$ cat config.mk
export PLATFORM = sky130hd
export DESIGN_NAME = sccb_reg_reader
export DESIGN_NICKNAME = d
export VERILOG_FILES = /design/src/rtl/sccb_reg_reader.sv
export SDC_FILE = /design/constraint.sdc
export NUM_CORES = 1
export LEC_CHECK = 0
export BUFFER_PORTS_ARGS = -buffer_cell sky130_fd_sc_hd__buf_4
export CORE_UTILIZATION = 55
export DETAILED_ROUTE_END_ITERATION = 10
export HOLD_SLACK_MARGIN = 0.03
export PLACE_DENSITY = 0.76
export SLEW_MARGIN = 40
export SYNTH_ARGS = -nofsm -noshare
export SYNTH_HDL_FRONTEND = slang
export SYNTH_SLANG_ARGS = --single-unit
$ cat constraint.sdc
create_clock -name clk -period 5.57 [get_ports clk]
set_input_delay 0.8355 -clock clk [delete_from_list [all_inputs] [get_ports clk]]
set_output_delay 0.8355 -clock clk [all_outputs]
set_load 0.05 [all_outputs]
$ cat src/rtl/sccb_reg_reader.sv
// SCCB register read master for the OV5640 (16-bit address, 8-bit data).
// Latency: 200 quarter-bit periods (200*QDIV clk) from accept to rd_valid; 44 quarters on an early NACK.
// Backpressure: rd_ready high only when idle; rd_req while busy is dropped, never queued.
//
// Ports:
//   clk, rst           system clock, synchronous active-high reset
//   rd_req/rd_ready    request handshake, rd_addr latched on accept
//   rd_valid/rd_data   one-cycle completion pulse with the read byte
//   rd_nack            slave NACK seen during an address/device byte
//   scl_oe/sda_oe      open-drain pull-down enables (1 = drive low)
//   sda_i              SDA pin level, already synchronised
//
// Optional feature: define SCCB_ACK_CHECK_EN to sample the slave ACK slot of every
// transmitted byte and abort to STOP on NACK. Without it the ACK slot is ignored and
// rd_nack is tied low.
module sccb_reg_reader #(
    parameter int         CLK_FREQ_HZ  = 27_000_000,
    parameter int         SCCB_FREQ_HZ = 100_000,
    parameter logic [6:0] DEV_ADDR     = 7'h3C
) (
    input  logic        clk,
    input  logic        rst,
    input  logic        rd_req,
    input  logic [15:0] rd_addr,
    output logic        rd_ready,
    output logic        rd_valid,
    output logic [7:0]  rd_data,
    output logic        rd_nack,
    output logic        scl_oe,
    output logic        sda_oe,
    input  logic        sda_i
);

    localparam int QDIV_RAW = CLK_FREQ_HZ / (4 * SCCB_FREQ_HZ);
    localparam int QDIV     = (QDIV_RAW < 1) ? 1 : QDIV_RAW;
    localparam int CW       = (QDIV > 1) ? $clog2(QDIV) : 1;
    localparam logic [CW-1:0] QLAST = CW'(QDIV - 1);

    // The completion pulse is issued on the STOP2 exit edge, so the "done" step
    // of the sequence lives in that transition rather than in its own state.
    typedef enum logic [2:0] {
        S_IDLE, S_START1, S_TX, S_STOP1, S_BUSFREE, S_START2, S_RX, S_STOP2
    } state_t;

    state_t      state, nxt_state;
    logic [1:0]  q, nxt_q;              // quarter within the current 4q slot
    logic [3:0]  bit_idx, nxt_bit;      // 0..7 data bits, 8 = ACK/NACK slot
    logic [1:0]  byte_sel, nxt_sel;     // 0: dev write, 1: addr hi, 2: addr lo, 3: dev read
    logic [CW-1:0] cnt;
    logic [15:0] addr_q;
    logic [7:0]  rx_shift;
    logic        nack_q;
    logic        tick, accept, finish;

    assign tick   = (cnt == QLAST);
    assign accept = (state == S_IDLE) && rd_req;

    function automatic logic [7:0] byte_of(input logic [1:0] sel, input logic [15:0] a);
        case (sel)
            2'd0:    return {DEV_ADDR, 1'b0};
            2'd1:    return a[15:8];
            2'd2:    return a[7:0];
            default: return {DEV_ADDR, 1'b1};
        endcase
    endfunction

    // Line levels for a given phase, returned as {scl_oe, sda_oe}.
    function automatic logic [1:0] line_drive(input state_t st, input logic [1:0] qq,
                                              input logic [3:0] b, input logic [7:0] byt);
        logic [1:0] d;
        d = 2'b00;
        case (st)
            S_START1, S_START2: begin
                case (qq)
                    2'd0:       d = 2'b00;
                    2'd1, 2'd2: d = 2'b01;
                    default:    d = 2'b11;
                endcase
            end
            S_STOP1, S_STOP2: begin
                case (qq)
                    2'd0:       d = 2'b11;
                    2'd1, 2'd2: d = 2'b01;
                    default:    d = 2'b00;
                endcase
            end
            S_TX: begin
                d[1] = ~qq[1];
                // ACK slot releases SDA so the slave can answer
                d[0] = (b[3] == 1'b0) ? ~byt[3'd7 - b[2:0]] : 1'b0;
            end
            S_RX:    d[1] = ~qq[1];
            default: d = 2'b00;
        endcase
        return d;
    endfunction

    always_comb begin
        nxt_state = state;
        nxt_q     = q + 2'd1;
        nxt_bit   = bit_idx;
        nxt_sel   = byte_sel;
        finish    = 1'b0;
        if (q == 2'd3) begin
            case (state)
                S_START1: begin nxt_state = S_TX; nxt_bit = 4'd0; nxt_sel = 2'd0; end
                S_START2: begin nxt_state = S_TX; nxt_bit = 4'd0; nxt_sel = 2'd3; end
                S_TX: begin
                    if (bit_idx != 4'd8) begin
                        nxt_bit = bit_idx + 4'd1;
                    end else if (nack_q) begin
                        nxt_state = S_STOP2;
                    end else begin
                        nxt_bit = 4'd0;
                        case (byte_sel)
                            2'd0:    nxt_sel = 2'd1;
                            2'd1:    nxt_sel = 2'd2;
                            2'd2:    nxt_state = S_STOP1;
                            default: nxt_state = S_RX;
                        endcase
                    end
                end
                S_RX: begin
                    if (bit_idx != 4'd8) nxt_bit = bit_idx + 4'd1;
                    else                 nxt_state = S_STOP2;
                end
                S_STOP1:   nxt_state = S_BUSFREE;
                S_BUSFREE: nxt_state = S_START2;
                S_STOP2: begin nxt_state = S_IDLE; finish = 1'b1; end
                default:   nxt_state = S_IDLE;
            endcase
        end
    end

    always_ff @(posedge clk) begin
        if (rst) begin
            state    <= S_IDLE;
            q        <= 2'd0;
            bit_idx  <= 4'd0;
            byte_sel <= 2'd0;
            cnt      <= '0;
            addr_q   <= 16'h0000;
            rx_shift <= 8'h00;
            rd_ready <= 1'b1;
            rd_valid <= 1'b0;
            rd_data  <= 8'h00;
            scl_oe   <= 1'b0;
            sda_oe   <= 1'b0;
        end else begin
            rd_valid <= 1'b0;
            cnt      <= (tick || accept) ? '0 : cnt + CW'(1);
            if (state == S_IDLE) begin
                if (rd_req) begin
                    addr_q   <= rd_addr;
                    state    <= S_START1;
                    q        <= 2'd0;
                    bit_idx  <= 4'd0;
                    byte_sel <= 2'd0;
                    rd_ready <= 1'b0;
                    scl_oe   <= 1'b0;
                    sda_oe   <= 1'b0;
                end
            end else if (tick) begin
                // data is valid on the q2->q3 boundary (SCL high since q2)
                if (state == S_RX && q == 2'd2 && bit_idx[3] == 1'b0)
                    rx_shift <= {rx_shift[6:0], sda_i};
                state    <= nxt_state;
                q        <= nxt_q;
                bit_idx  <= nxt_bit;
                byte_sel <= nxt_sel;
                {scl_oe, sda_oe} <= line_drive(nxt_state, nxt_q, nxt_bit, byte_of(nxt_sel, addr_q));
                if (finish) begin
                    rd_valid <= 1'b1;
                    rd_ready <= 1'b1;
                    if (!nack_q) rd_data <= rx_shift;
                end
            end
        end
    end

`ifdef SCCB_ACK_CHECK_EN
    always_ff @(posedge clk) begin
        if (rst) begin
            nack_q  <= 1'b0;
            rd_nack <= 1'b0;
        end else begin
            if (accept)
                nack_q <= 1'b0;
            else if (tick && state == S_TX && q == 2'd2 && bit_idx == 4'd8 && sda_i)
                nack_q <= 1'b1;
            if (tick && finish)
                rd_nack <= nack_q;
        end
    end
`else
    assign nack_q  = 1'b0;
    assign rd_nack = 1'b0;
`endif

endmodule

==> reports/metrics.json, run 1 <==
{
  "sequential_fraction_of_the_synthesis_area_pct": 39.1,
  "cts_root_buffer": "sky130_fd_sc_hd__clkbuf_8",
  "grt_pass1_vias": 2137,
  "detail_route.wirelength_um": 5880,
  "internal-power_w": 0.000552,
  "cts-root-to-sink-buffers": 2,
  "status": "finished, final reports clean",
  "port-buffer-count": 31,
  "floorplan.die.width_um": 72.9,
  "cell_area_power_density_nw_per_um2": 235,
  "netSwitchingFraction_pct": 24.0,
  "worst_hold_slack_ns": 0.457,
  "syn_nets": 369,
  "critical_path.reg2reg.startpoint": "state[1]$_SDFFE_PP0P_",
  "asyncSetResetFlopFracSynth_pct": 0,
  "die_area_um2": 5320,
  "ant_nets_after_route": 0,
  "finish.net_count": 388,
  "final_design_instance_area_without_fill_um2": 3090,
  "power_leakage_nw": 1.16,
  "dpl-instance-area_um2": 2970,
  "grt-ovfl-total": 0,
  "row_count": 25,
  "post-cts-setup-buffer-count": 0,
  "floorplan.io_pins": 33,
  "synth_cells": 339,
  "die_h_um": 72.9,
  "vias_per_instance": 5.68,
  "synth-seq-cells": 54,
  "grt_first_pass_wirelength_um": 9990,
  "share_of_final_layout_standard_cells_stronger_than_drive_strength_1_pct": 15.3,
  "setup-violations-final": 0,
  "clk_latency_ns": 0.31,
  "pwr-share-clk_pct": 37.7,
  "cp.arrival_ns": 3.10,
  "gpl.final_weighted_congestion": 0.863,
  "total_negative_slack_ns": 0,
  "grt_usage_pct": 24.2,
  "clock_skew_ns": 0.0102,
  "number_of_design_rule_violations_left_by_the_first_detailed_router_iteration": 178,
  "totalPowerFinal_w": 0.000727,
  "synth-edff-count": 0,
  "yosysWarningCount": 0,
  "crit_path_start": "state[1]$_SDFFE_PP0P_",
  "path_clk_slew_ns": 0.10,
  "areaGrowthSynthToFinish_pct": 11.8,
  "path_class": "register to register",
  "clock.fmax_mhz": 352,
  "worstPathRequired_ns": 5.83,
  "worst-path-max-fanout": 24,
  "critical_path.startpoint_type": "register",
  "core_region_area_um2": 4790,
  "cts-hold-fix-buffers": 0,
  "tightest_slew_ns": 0.707,
  "maxCapViolations": 0,
  "proportion_of_power_drawn_by_combinational_gates_pct": 6.6,
  "place.detailed.hpwl_um": 4120,
  "slew_violations": 0,
  "synth_area_um2": 2770,
  "detail_route.first_pass.iterations": 4,
  "wl_per_cell_um": 13.8,
  "starting_density_of_the_core_pct": 57.8,
  "synth_top_flop_cell": "sky130_fd_sc_hd__dfxtp_1",
  "timing.hold.worst.start": "addr_q[7]$_SDFFE_PP0P_",
  "numCtsBuffers": 5,
  "setup_repair_after_global_routing_missed_its_margin": "no",
  "syn_area_per_cell_um2": 8.16,
  "clock_tree.htree_level_count": 2,
  "diode_count": 0,
  "drc": 0,
  "power.sequential.fraction_pct": 55.7,
  "timing.max_slew.rel_slack_pct": 52.8,
  "post_cts_resize_count": 0,
  "switching_power_w": 0.000174,
  "synth.lib_cells_used.distinct": 59,
  "timing_hold_violations_final": 0,
  "critical_path.endpoint_type": "register",
  "hold_path.class": "register to register",
  "finalCritPeriodShare_pct": 51.0,
  "antenna_found_initial": 0,
  "cts_sinks": 54,
  "pin_count_of_the_biggest_net_entering_global_routing": 50,
  "dr_total_vias": 2419,
  "timing.final.crit_period_ns": 2.84,
  "cts_tree": "done",
  "ir_worst_vdd_uv": 177
}
path summary, 6_finish.rpt:
path	end	slack (ns)	depth (start not counted)
worst min register to register	addr_q[7]$_SDFFE_PP0P_	0.46	2
worst max register to register	sda_oe$_SDFFE_PP0P_	2.73	7
worst max-delay path	sda_oe$_SDFFE_PP0P_	2.73	7
worst min-delay path	addr_q[7]$_SDFFE_PP0P_	0.46	2
sequential cells by signal, indices dropped and copies added (netlist names):
signal / count
bit_idx: 4
rd_data: 8
rx_shift: 8
byte_sel: 2
cnt: 7
scl_oe: 1
state: 3
addr_q: 16
q: 2
sda_oe: 1
rd_ready: 1
rd_valid: 1
layer usage:
metal | vias up | wire length, um | global-route usage (%)
li1 | 1225 | - | -
met1 | 1123 | 2840 | 34.1
met2 | 64 | 2720 | 37.8
met3 | 7 | 242 | 3.73
met4 | 0 | 70 | 8.06
met5 | - | 0 | 0
cells in the final DEF (no fill, tap or decap), types with 2 or more instances in the layout:
cell type	netlist	layout
sky130_fd_sc_hd__xnor2_1	3	3
sky130_fd_sc_hd__inv_1	11	11
sky130_fd_sc_hd__and4b_1	2	2
sky130_fd_sc_hd__o21ai_0	6	6
sky130_fd_sc_hd__dfxtp_1	54	54
sky130_fd_sc_hd__nand3b_1	3	3
sky130_fd_sc_hd__nand4b_1	3	3
sky130_fd_sc_hd__o311a_2	2	2
sky130_fd_sc_hd__clkbuf_8	2	5
sky130_fd_sc_hd__or2b_1	2	2
sky130_fd_sc_hd__nand3_1	16	16
sky130_fd_sc_hd__nor4_1	2	2
sky130_fd_sc_hd__a311oi_1	3	3
sky130_fd_sc_hd__o211ai_1	3	3
sky130_fd_sc_hd__mux2i_1	9	9
sky130_fd_sc_hd__a31oi_1	5	5
sky130_fd_sc_hd__mux2_2	2	2
sky130_fd_sc_hd__nor2_1	34	34
sky130_fd_sc_hd__buf_4	3	31
sky130_fd_sc_hd__nor4bb_1	2	2
sky130_fd_sc_hd__xor2_1	2	2
sky130_fd_sc_hd__a211oi_1	2	2
sky130_fd_sc_hd__ha_1	10	10
sky130_fd_sc_hd__a211o_1	2	2
sky130_fd_sc_hd__o221ai_1	3	3
sky130_fd_sc_hd__nand2_1	70	70
sky130_fd_sc_hd__nand2b_1	3	3
sky130_fd_sc_hd__a21oi_1	37	37
critical path, stage by stage (launching register included):
cell and delay [ns]:
sky130_fd_sc_hd__dfxtp_1 0.79, sky130_fd_sc_hd__nor3_1 0.20, sky130_fd_sc_hd__nand4b_1 0.66, sky130_fd_sc_hd__a211oi_1 0.40
sky130_fd_sc_hd__o2111a_1 0.24, sky130_fd_sc_hd__nand2_1 0.07, sky130_fd_sc_hd__nor4bb_1 0.29, sky130_fd_sc_hd__a211o_1 0.16
power by group through the flow:
stage / logic, W / registers, W / clock network, W
2_1_floorplan: 0.0000345 / 0.000411 / 0
3_3_place_gp: 0.0000474 / 0.000414 / 0
3_5_place_dp: 0.0000485 / 0.000414 / 0
4_1_cts: 0.0000487 / 0.000405 / 0.000277
5_1_grt: 0.0000548 / 0.000407 / 0.000289
6_report: 0.0000482 / 0.000405 / 0.000274
synthesized netlist by cell type (all sizes together) (4+ instances only):
cell type | n | area (um^2)
clkbuf | 13 | 68.8
nand3 | 17 | 90.1
inv | 11 | 41.3
a31oi | 5 | 31.3
buf | 6 | 43.8
nor2 | 35 | 134
dfxtp | 54 | 1080
nand2 | 70 | 263
o21ai | 6 | 30.0
mux2i | 9 | 90.1
o211ai | 4 | 35.0
a21oi | 37 | 185
ha | 10 | 125
final cells by class:
type	instances	area, um^2
clock buffer	5	68.8
clock inverter	3	48.8
fill	420	1690
inverter	11	41.3
multi-input combinational	255	1540
sequential	54	1080
tap	67	83.8
timing repair buffer	31	233
metrics by stage:
stage	util, %	cells	setup WS (ns)
floorplan	-	339	3.25
CTS	64.5	426	2.73
global placement	62.0	418	2.77
finish	64.6	426	2.73
detailed placement	62.0	418	2.69
global route	64.6	426	2.43
cells by family after synthesis:
group / synth area share (%)
buffers and inverters: 5.57
adder cells (fa/ha/maj): 4.52
other: 0.136
multiplexers: 4.07
XOR/XNOR: 1.58
AND/OR/NAND/NOR: 25.7
flip-flops: 39.1
AO/OA/AOI/OAI: 19.3
Note: power is estimated with default switching activity, not from simulation.
==> run 2, diff against run 1 <==
clock period = 2.7 ns   (was 5.57 ns; I/O delays follow)
==> run 2 against run 1 <==
  * Design area is 1.2% higher
  * Global-route usage is 0.19 points lower
  * Utilization is 0.76 points higher
  * First-iteration DRC count is 34% lower
  * Largest power group unchanged
  * Highest routed layer unchanged
  * Critical endpoint unchanged
  * Sequential power is 110% higher
  * Power is 96% higher
  * Clock power is 75% higher
  * Sequential cell count stayed put
==> reports/metrics.json, run 2 (synthesis gave the netlist of run 1 again) <==
{
  "numCtsBuffers": 5,
  "crit_path_start": "bit_idx[0]$_SDFFE_PP0P_",
  "drc": 0,
  "cell_area_power_density_nw_per_um2": 454,
  "die_area_um2": 5320,
  "die_h_um": 72.9,
  "cts-root-to-sink-buffers": 2,
  "clk_latency_ns": 0.31,
  "switching_power_w": 0.000368,
  "timing.reg2reg.worst_path_depth": 11,
  "layout_commonest_cell": "sky130_fd_sc_hd__nand2_1",
  "grt_pass1_vias": 2222,
  "place.detailed.instances": 426,
  "cell_chain_of_the_critical_path": "inv_1, ha_1, nand3b_1, ha_1, inv_1, mux2i_1, o311a_2, inv_1, o2111ai_1, nor4bb_1, a211o_1",
  "number_of_design_rule_violations_left_by_the_first_detailed_router_iteration": 118,
  "pwr-share-clk_pct": 33.7,
  "core_region_area_um2": 4790,
  "power.sequential.fraction_pct": 58.7,
  "setup-violations-final": 0,
  "slew_violations": 0,
  "timing_hold_violations_final": 0,
  "vias_per_instance": 5.60,
  "diode_count": 0,
  "crit_family": "compound AO/OA/AOI/OAI gates",
  "fillerInstances": 460,
  "place.detailed.hpwl_um": 4180,
  "grt-ovfl-total": 0,
  "finalCritPeriodShare_pct": 93.6,
  "finish.net_count": 396,
  "status": "finished, final reports clean",
  "finalCoreUtilization_pct": 65.4,
  "critical_path.n_buffers_inverters": 3,
  "largest-register": "addr_q",
  "critical_path.endpoint_type": "register",
  "register_area_um2": 1080,
  "total_negative_slack_ns": 0,
  "wl_per_cell_um": 13.5,
  "starting_density_of_the_core_pct": 57.8,
  "cp.arrival_ns": 2.74,
  "path_clk_slew_ns": 0.10,
  "worst_path_max_delay_cell": "sky130_fd_sc_hd__o311a_2",
  "setup_repair_after_global_routing_missed_its_margin": "no",
  "path_class": "register to register",
  "path_common_cell": "sky130_fd_sc_hd__inv_1",
  "worst-path-max-fanout": 8,
  "row_count": 25,
  "floorplan.io_pins": 33,
  "areaGrowthSynthToFinish_pct": 13.1,
  "detail_route.wirelength_um": 5870,
  "maxCapViolations": 0,
  "cp.depth": 11,
  "port-buffer-count": 31,
  "cts_sinks": 54,
  "biggest_cell_delay_along_the_critical_path_ns": 0.46,
  "floorplan.die.width_um": 72.9,
  "end_point_of_the_critical_path": "sda_oe$_SDFFE_PP0P_",
  "timing.max_slew.rel_slack_pct": 62.4,
  "worstPathRequired_ns": 2.91,
  "dr_total_vias": 2432,
  "worst_hold_slack_ns": 0.321,
  "cts_tree": "done",
  "rr_endpoint": "sda_oe$_SDFFE_PP0P_",
  "layout.cells.non_filler": 434,
  "clock_tree.htree_level_count": 2,
  "largestRegisters": "addr_q x16, rd_data x8, rx_shift x8",
  "detail_route.first_pass.iterations": 4,
  "cts_root_buffer": "sky130_fd_sc_hd__clkbuf_8",
  "hold_path.class": "primary input to register",
  "largest_register_ffs": 16,
  "netSwitchingFraction_pct": 25.9,
  "internal-power_w": 0.00105,
  "multi_input_area_um2": 1530,
  "grt_first_pass_wirelength_um": 9960,
  "antenna_found_initial": 0,
  "cts-hold-fix-buffers": 0,
  "share_of_final_layout_standard_cells_stronger_than_drive_strength_1_pct": 16.9,
  "pin_count_of_the_biggest_net_entering_global_routing": 50,
  "r2r_setup_slack_ns": 0.17,
  "critical_path.startpoint_type": "register",
  "clock.fmax_mhz": 396,
  "most-common-layout-cells": "70 x sky130_fd_sc_hd__nand2_1, 53 x sky130_fd_sc_hd__dfxtp_1, 39 x sky130_fd_sc_hd__buf_4, 37 x sky130_fd_sc_hd__a21oi_1, 34 x sky130_fd_sc_hd__nor2_1",
  "grt_usage_pct": 24.0,
  "ir_worst_vdd_uv": 318,
  "timing.final.crit_period_ns": 2.53,
  "gpl.final_weighted_congestion": 0.909,
  "tightest_slew_ns": 0.563,
  "proportion_of_power_drawn_by_combinational_gates_pct": 7.6,
  "power_leakage_nw": 1.20,
  "critical_path.reg2reg.startpoint": "bit_idx[0]$_SDFFE_PP0P_",
  "ant_nets_after_route": 0,
  "clock_skew_ns": 0.00612
}
-- run 2: changes by cell type in the layout (fill, tap and decap cells not counted), sizes merged --
cell      delta
buf          +8
bufinv       -1
clkinv       +2
clkinvlp     -1
-- run 2: how the worst min path moves through the flow --
stage	start	endpoint	cells past startpoint
floorplan	cnt[0]$_SDFF_PP0_	cnt[0]$_SDFF_PP0_	1
global placement	rd_data[1]$_SDFFE_PP0P_	rd_data[1]$_SDFFE_PP0P_	2
detailed placement	rd_data[0]$_SDFFE_PP0P_	rd_data[0]$_SDFFE_PP0P_	2
CTS	sda_i	rx_shift[0]$_SDFFE_PP0P_	3
global route	rd_addr[6]	addr_q[6]$_SDFFE_PP0P_	3
finish	sda_i	rx_shift[0]$_SDFFE_PP0P_	3
-- run 2: metal layers --
metal  vias up  wire length [um]  track usage [%]
met5         -                 0                0
met4         0                74             6.75
met3         8               253             4.01
met2        58              2730             40.3
met1      1128              2810             31.7
li1       1238                 -                -
-- run 2: worst min-delay path: stages --
cell and delay [ns]:
sky130_fd_sc_hd__buf_4 0.08, sky130_fd_sc_hd__mux2i_1 0.05, sky130_fd_sc_hd__nor2_1 0.07
-- run 2: power by group through the flow --
stage | Combinational, W | Clock (W) | Sequential (W)
2_1_floorplan | 0.0000712 | 0 | 0.000849
3_3_place_gp | 0.000107 | 0 | 0.000852
3_5_place_dp | 0.000108 | 0 | 0.000853
4_1_cts | 0.000108 | 0.000494 | 0.000834
5_1_grt | 0.000121 | 0.000516 | 0.000837
6_report | 0.000108 | 0.000479 | 0.000834
-- run 2: metrics by stage --
stage / total power, W / cell area [um^2] / setup WS (ns)
2_1_floorplan: 0.000920 / 2770 / 0.379
3_3_place_gp: 0.000959 / 3030 / 0.223
3_5_place_dp: 0.000961 / 3030 / 0.161
4_1_cts: 0.00144 / 3130 / 0.146
5_1_grt: 0.00147 / 3130 / 0.0202
6_report: 0.00142 / 3130 / 0.173
-- run 2: timing repair --
action,in CTS,in global routing
gates resized for setup,0,1
endpoints found under the setup margin,0,1
buffers inserted,0,0
-- run 2: final cells by class --
cell class	count	share of cell area [%]
Clock buffer	5	2.20
Clock inverter	3	0.920
Inverter	11	1.32
Multi-Input combinational cell	255	48.9
Sequential cell	54	34.6
Tap cell	67	2.68
Timing Repair Buffer	39	9.36
==> run 3, diff against run 2 <==
ABC_AREA = 1   (was default)
==> run 3 against run 2 <==
  * Via count increased by 0.49%
  * Cell count increased by 7.8%
  * Design area decreased by 1.4%
  * Combinational power increased by 13%
  * Sequential power about the same
  * Setup slack improved by 0.27 ns
  * Power increased by 1.1%
  * Global-route usage increased by 0.21 points
  * Fmax increased by 12%
==> reports/metrics.json, run 3 <==
{
  "post_cts_resize_count": 0,
  "pin_count_of_the_biggest_net_entering_global_routing": 30,
  "most-common-layout-cells": "76 x sky130_fd_sc_hd__nand2_1, 54 x sky130_fd_sc_hd__dfxtp_1, 43 x sky130_fd_sc_hd__a21oi_1, 41 x sky130_fd_sc_hd__nand3_1, 39 x sky130_fd_sc_hd__inv_1",
  "core_region_area_um2": 4720,
  "multi_input_area_um2": 1360,
  "largest_family_of_logic_cells_by_synthesized_area": "simple AND/OR/NAND/NOR gates",
  "critical_path.endpoint_type": "register",
  "totalPowerFinal_w": 0.00144,
  "grt_usage_pct": 24.2,
  "areaGrowthSynthToFinish_pct": 14.4,
  "grt_use_met3_pct": 4.58,
  "total_negative_slack_ns": 0,
  "syn_nets": 399,
  "antenna_found_initial": 0,
  "synthAdderAreaFrac_pct": 4.64,
  "largest_register_ffs": 16,
  "largestRegisters": "addr_q x16, rd_data x8, rx_shift x8",
  "hold_path.class": "primary input to register",
  "grt_first_pass_wirelength_um": 9890,
  "sequential_fraction_of_the_synthesis_area_pct": 40.1,
  "critical_path.reg2reg.startpoint": "bit_idx[0]$_SDFFE_PP0P_",
  "yosysWarningCount": 0,
  "hold_path_end": "rx_shift[0]$_SDFFE_PP0P_",
  "cts_tree": "done",
  "synth_area_um2": 2700,
  "clock_skew_ns": 0.0116,
  "clock.fmax_mhz": 443,
  "worst_hold_slack_ns": 0.320,
  "cell_area_power_density_nw_per_um2": 466,
  "timing.max_slew.rel_slack_pct": 64.0,
  "fillerInstances": 443,
  "floorplan.io_pins": 33,
  "number_of_design_rule_violations_left_by_the_first_detailed_router_iteration": 149,
  "vias_per_instance": 5.22,
  "synth-seq-cells": 54,
  "post-synth-top-count-cell": "sky130_fd_sc_hd__nand2_1",
  "syn_area_per_cell_um2": 7.31,
  "grt.busiest_layer": "met2",
  "cts-root-to-sink-buffers": 2,
  "detail_route.first_pass.iterations": 4,
  "status": "finished, final reports clean",
  "cp.arrival_ns": 2.52,
  "post_synth_xor_area_fraction_pct": 0.325,
  "layout_commonest_cell": "sky130_fd_sc_hd__nand2_1",
  "setup_repair_after_global_routing_missed_its_margin": "no",
  "grt_pass1_vias": 2311,
  "finish.net_count": 430,
  "post-cts-setup-buffer-count": 0,
  "ir_worst_vdd_uv": 348,
  "maxCapViolations": 0,
  "rr_endpoint": "sda_oe$_SDFFE_PP0P_",
  "ant_nets_after_route": 0,
  "synth_cells": 369,
  "yosys-mux-area-fraction_pct": 0,
  "wl_per_cell_um": 12.1,
  "detail_route.wirelength_um": 5650,
  "synth_compound_gate_area_share_pct": 16.4,
  "slew_violations": 0,
  "dr_total_vias": 2444,
  "top_cells_by_count_synth": "76 x sky130_fd_sc_hd__nand2_1, 54 x sky130_fd_sc_hd__dfxtp_1, 43 x sky130_fd_sc_hd__a21oi_1, 41 x sky130_fd_sc_hd__nand3_1, 39 x sky130_fd_sc_hd__inv_1",
  "critical_path.startpoint_type": "register",
  "synth-edff-count": 0,
  "floorplan.die.width_um": 72.0,
  "tightest_slew_ns": 0.538,
  "setup-violations-final": 0,
  "yosysTopAreaCellShare_pct": 40.1,
  "finalCritPeriodShare_pct": 83.6,
  "clock_tree.htree_level_count": 2,
  "clk_latency_ns": 0.32,
  "timing.reg2reg.worst_path_depth": 14,
  "place.detailed.hpwl_um": 4230,
  "cts_root_buffer": "sky130_fd_sc_hd__clkbuf_8",
  "worstPathRequired_ns": 2.96,
  "synth.lib_cells_used.distinct": 38,
  "row_count": 25,
  "cts_sinks": 54,
  "timing.final.crit_period_ns": 2.26,
  "cts-hold-fix-buffers": 0,
  "groute.layer.met2.usage_pct": 39.7,
  "die_area_um2": 5190,
  "asyncSetResetFlopFracSynth_pct": 0,
  "timing_hold_violations_final": 0,
  "path_class": "register to register",
  "register_area_um2": 1080,
  "share_of_final_layout_standard_cells_stronger_than_drive_strength_1_pct": 18.7,
  "drc": 0,
  "synth.largest_area_cell": "sky130_fd_sc_hd__dfxtp_1",
  "starting_density_of_the_core_pct": 57.1,
  "timing.hold.worst.start": "sda_i",
  "port-buffer-count": 31,
  "worst-path-max-fanout": 7,
  "path_clk_slew_ns": 0.11,
  "largest-register": "addr_q",
  "numCtsBuffers": 5,
  "r2r_setup_slack_ns": 0.44,
  "power_leakage_nw": 1.30,
  "hold_path_depth": 3,
  "grt-ovfl-total": 0,
  "yosys.area_share.simple_pct": 28.9,
  "die_h_um": 72.0,
  "synth_top_flop_cell": "sky130_fd_sc_hd__dfxtp_1",
  "finalCoreUtilization_pct": 65.3,
  "synth_area_leaders": "sky130_fd_sc_hd__dfxtp_1 40%, sky130_fd_sc_hd__nand2_1 11%, sky130_fd_sc_hd__a21oi_1 8.0%, sky130_fd_sc_hd__nand3_1 7.6%, sky130_fd_sc_hd__o21ai_0 5.6%",
  "met1_usage_pct": 31.2,
  "gpl.final_weighted_congestion": 0.910,
  "diode_count": 0
}
==> run 3: cell types whose count changed in the layout (fill, tap and decap cells not counted), sizes merged, moves of 5 or more <==
cell   before  now
a21oi      37   44
a31oi       5    0
inv        12   51
mux2i       9    0
nand2      70   83
nand3      17   45
nor2       35   16
o21ai       6   35
==> run 3: cell type report <==
| type | count | share of cell area (%) |
|---|---|---|
| Tap cell | 67 | 2.72 |
| Sequential cell | 54 | 35.0 |
| Clock inverter | 3 | 0.933 |
| Inverter | 50 | 6.33 |
| Clock buffer | 5 | 2.23 |
| Multi-Input combinational cell | 253 | 44.0 |
| Timing Repair Buffer | 36 | 8.76 |
==> run 3: where the power goes <==
| group | leakage (nW) | internal [W] | total, W | switching, W |
|---|---|---|---|---|
| clock network | 0.0502 | 0.000193 | 0.000482 | 0.000289 |
| logic | 0.808 | 0.0000463 | 0.000122 | 0.0000755 |
| registers | 0.439 | 0.000820 | 0.000833 | 0.0000126 |
==> run 3: worst max-delay path, stage by stage (launching register included) <==
cell                      delay [ns]
sky130_fd_sc_hd__dfxtp_1        0.35
sky130_fd_sc_hd__inv_1          0.11
sky130_fd_sc_hd__ha_1           0.22
sky130_fd_sc_hd__nand3_2        0.16
sky130_fd_sc_hd__ha_1           0.33
sky130_fd_sc_hd__o21ai_1        0.07
sky130_fd_sc_hd__o21ai_2        0.21
sky130_fd_sc_hd__inv_1          0.14
sky130_fd_sc_hd__nand3_1        0.12
sky130_fd_sc_hd__nand3_1        0.09
sky130_fd_sc_hd__nand3_1        0.10
sky130_fd_sc_hd__nand3_1        0.08
sky130_fd_sc_hd__nand2_1        0.06
sky130_fd_sc_hd__nand2_1        0.06
sky130_fd_sc_hd__a21oi_2        0.10
==> run 3: worst max path at each step <==
| stage | startpoint | end | cells past startpoint |
|---|---|---|---|
| global placement | bit_idx[0]$_SDFFE_PP0P_ | sda_oe$_SDFFE_PP0P_ | 15 |
| CTS | bit_idx[0]$_SDFFE_PP0P_ | sda_oe$_SDFFE_PP0P_ | 14 |
| floorplan | bit_idx[0]$_SDFFE_PP0P_ | sda_oe$_SDFFE_PP0P_ | 15 |
| finish | bit_idx[0]$_SDFFE_PP0P_ | sda_oe$_SDFFE_PP0P_ | 14 |
| global route | bit_idx[0]$_SDFFE_PP0P_ | sda_oe$_SDFFE_PP0P_ | 14 |
| detailed placement | bit_idx[0]$_SDFFE_PP0P_ | sda_oe$_SDFFE_PP0P_ | 14 |
==> run 3: logic make-up (layout without fill, tap and decap cells) <==
kind of cell	Yosys count	after routing
fa+ha+maj	10	10
compound gates	84	84
simple gates	157	157
buf+inv	62	94
flops	54	54
other cells	1	1
xor+xnor	1	1
==> run 3: per-stage QoR <==
| stage | std cells | area, um^2 | setup WS [ns] |
|---|---|---|---|
| floorplan | 369 | 2700 | 0.761 |
| global placement | 460 | 2990 | 0.619 |
| detailed placement | 460 | 2990 | 0.481 |
| CTS | 468 | 3090 | 0.452 |
| global route | 468 | 3090 | 0.241 |
| finish | 468 | 3090 | 0.442 |
==> run 3: per-layer routing <==
layer	up-vias	wire, um
li1	1272	-
met1	1113	2710
met2	50	2560
met3	9	273
met4	0	100
met5	-	0
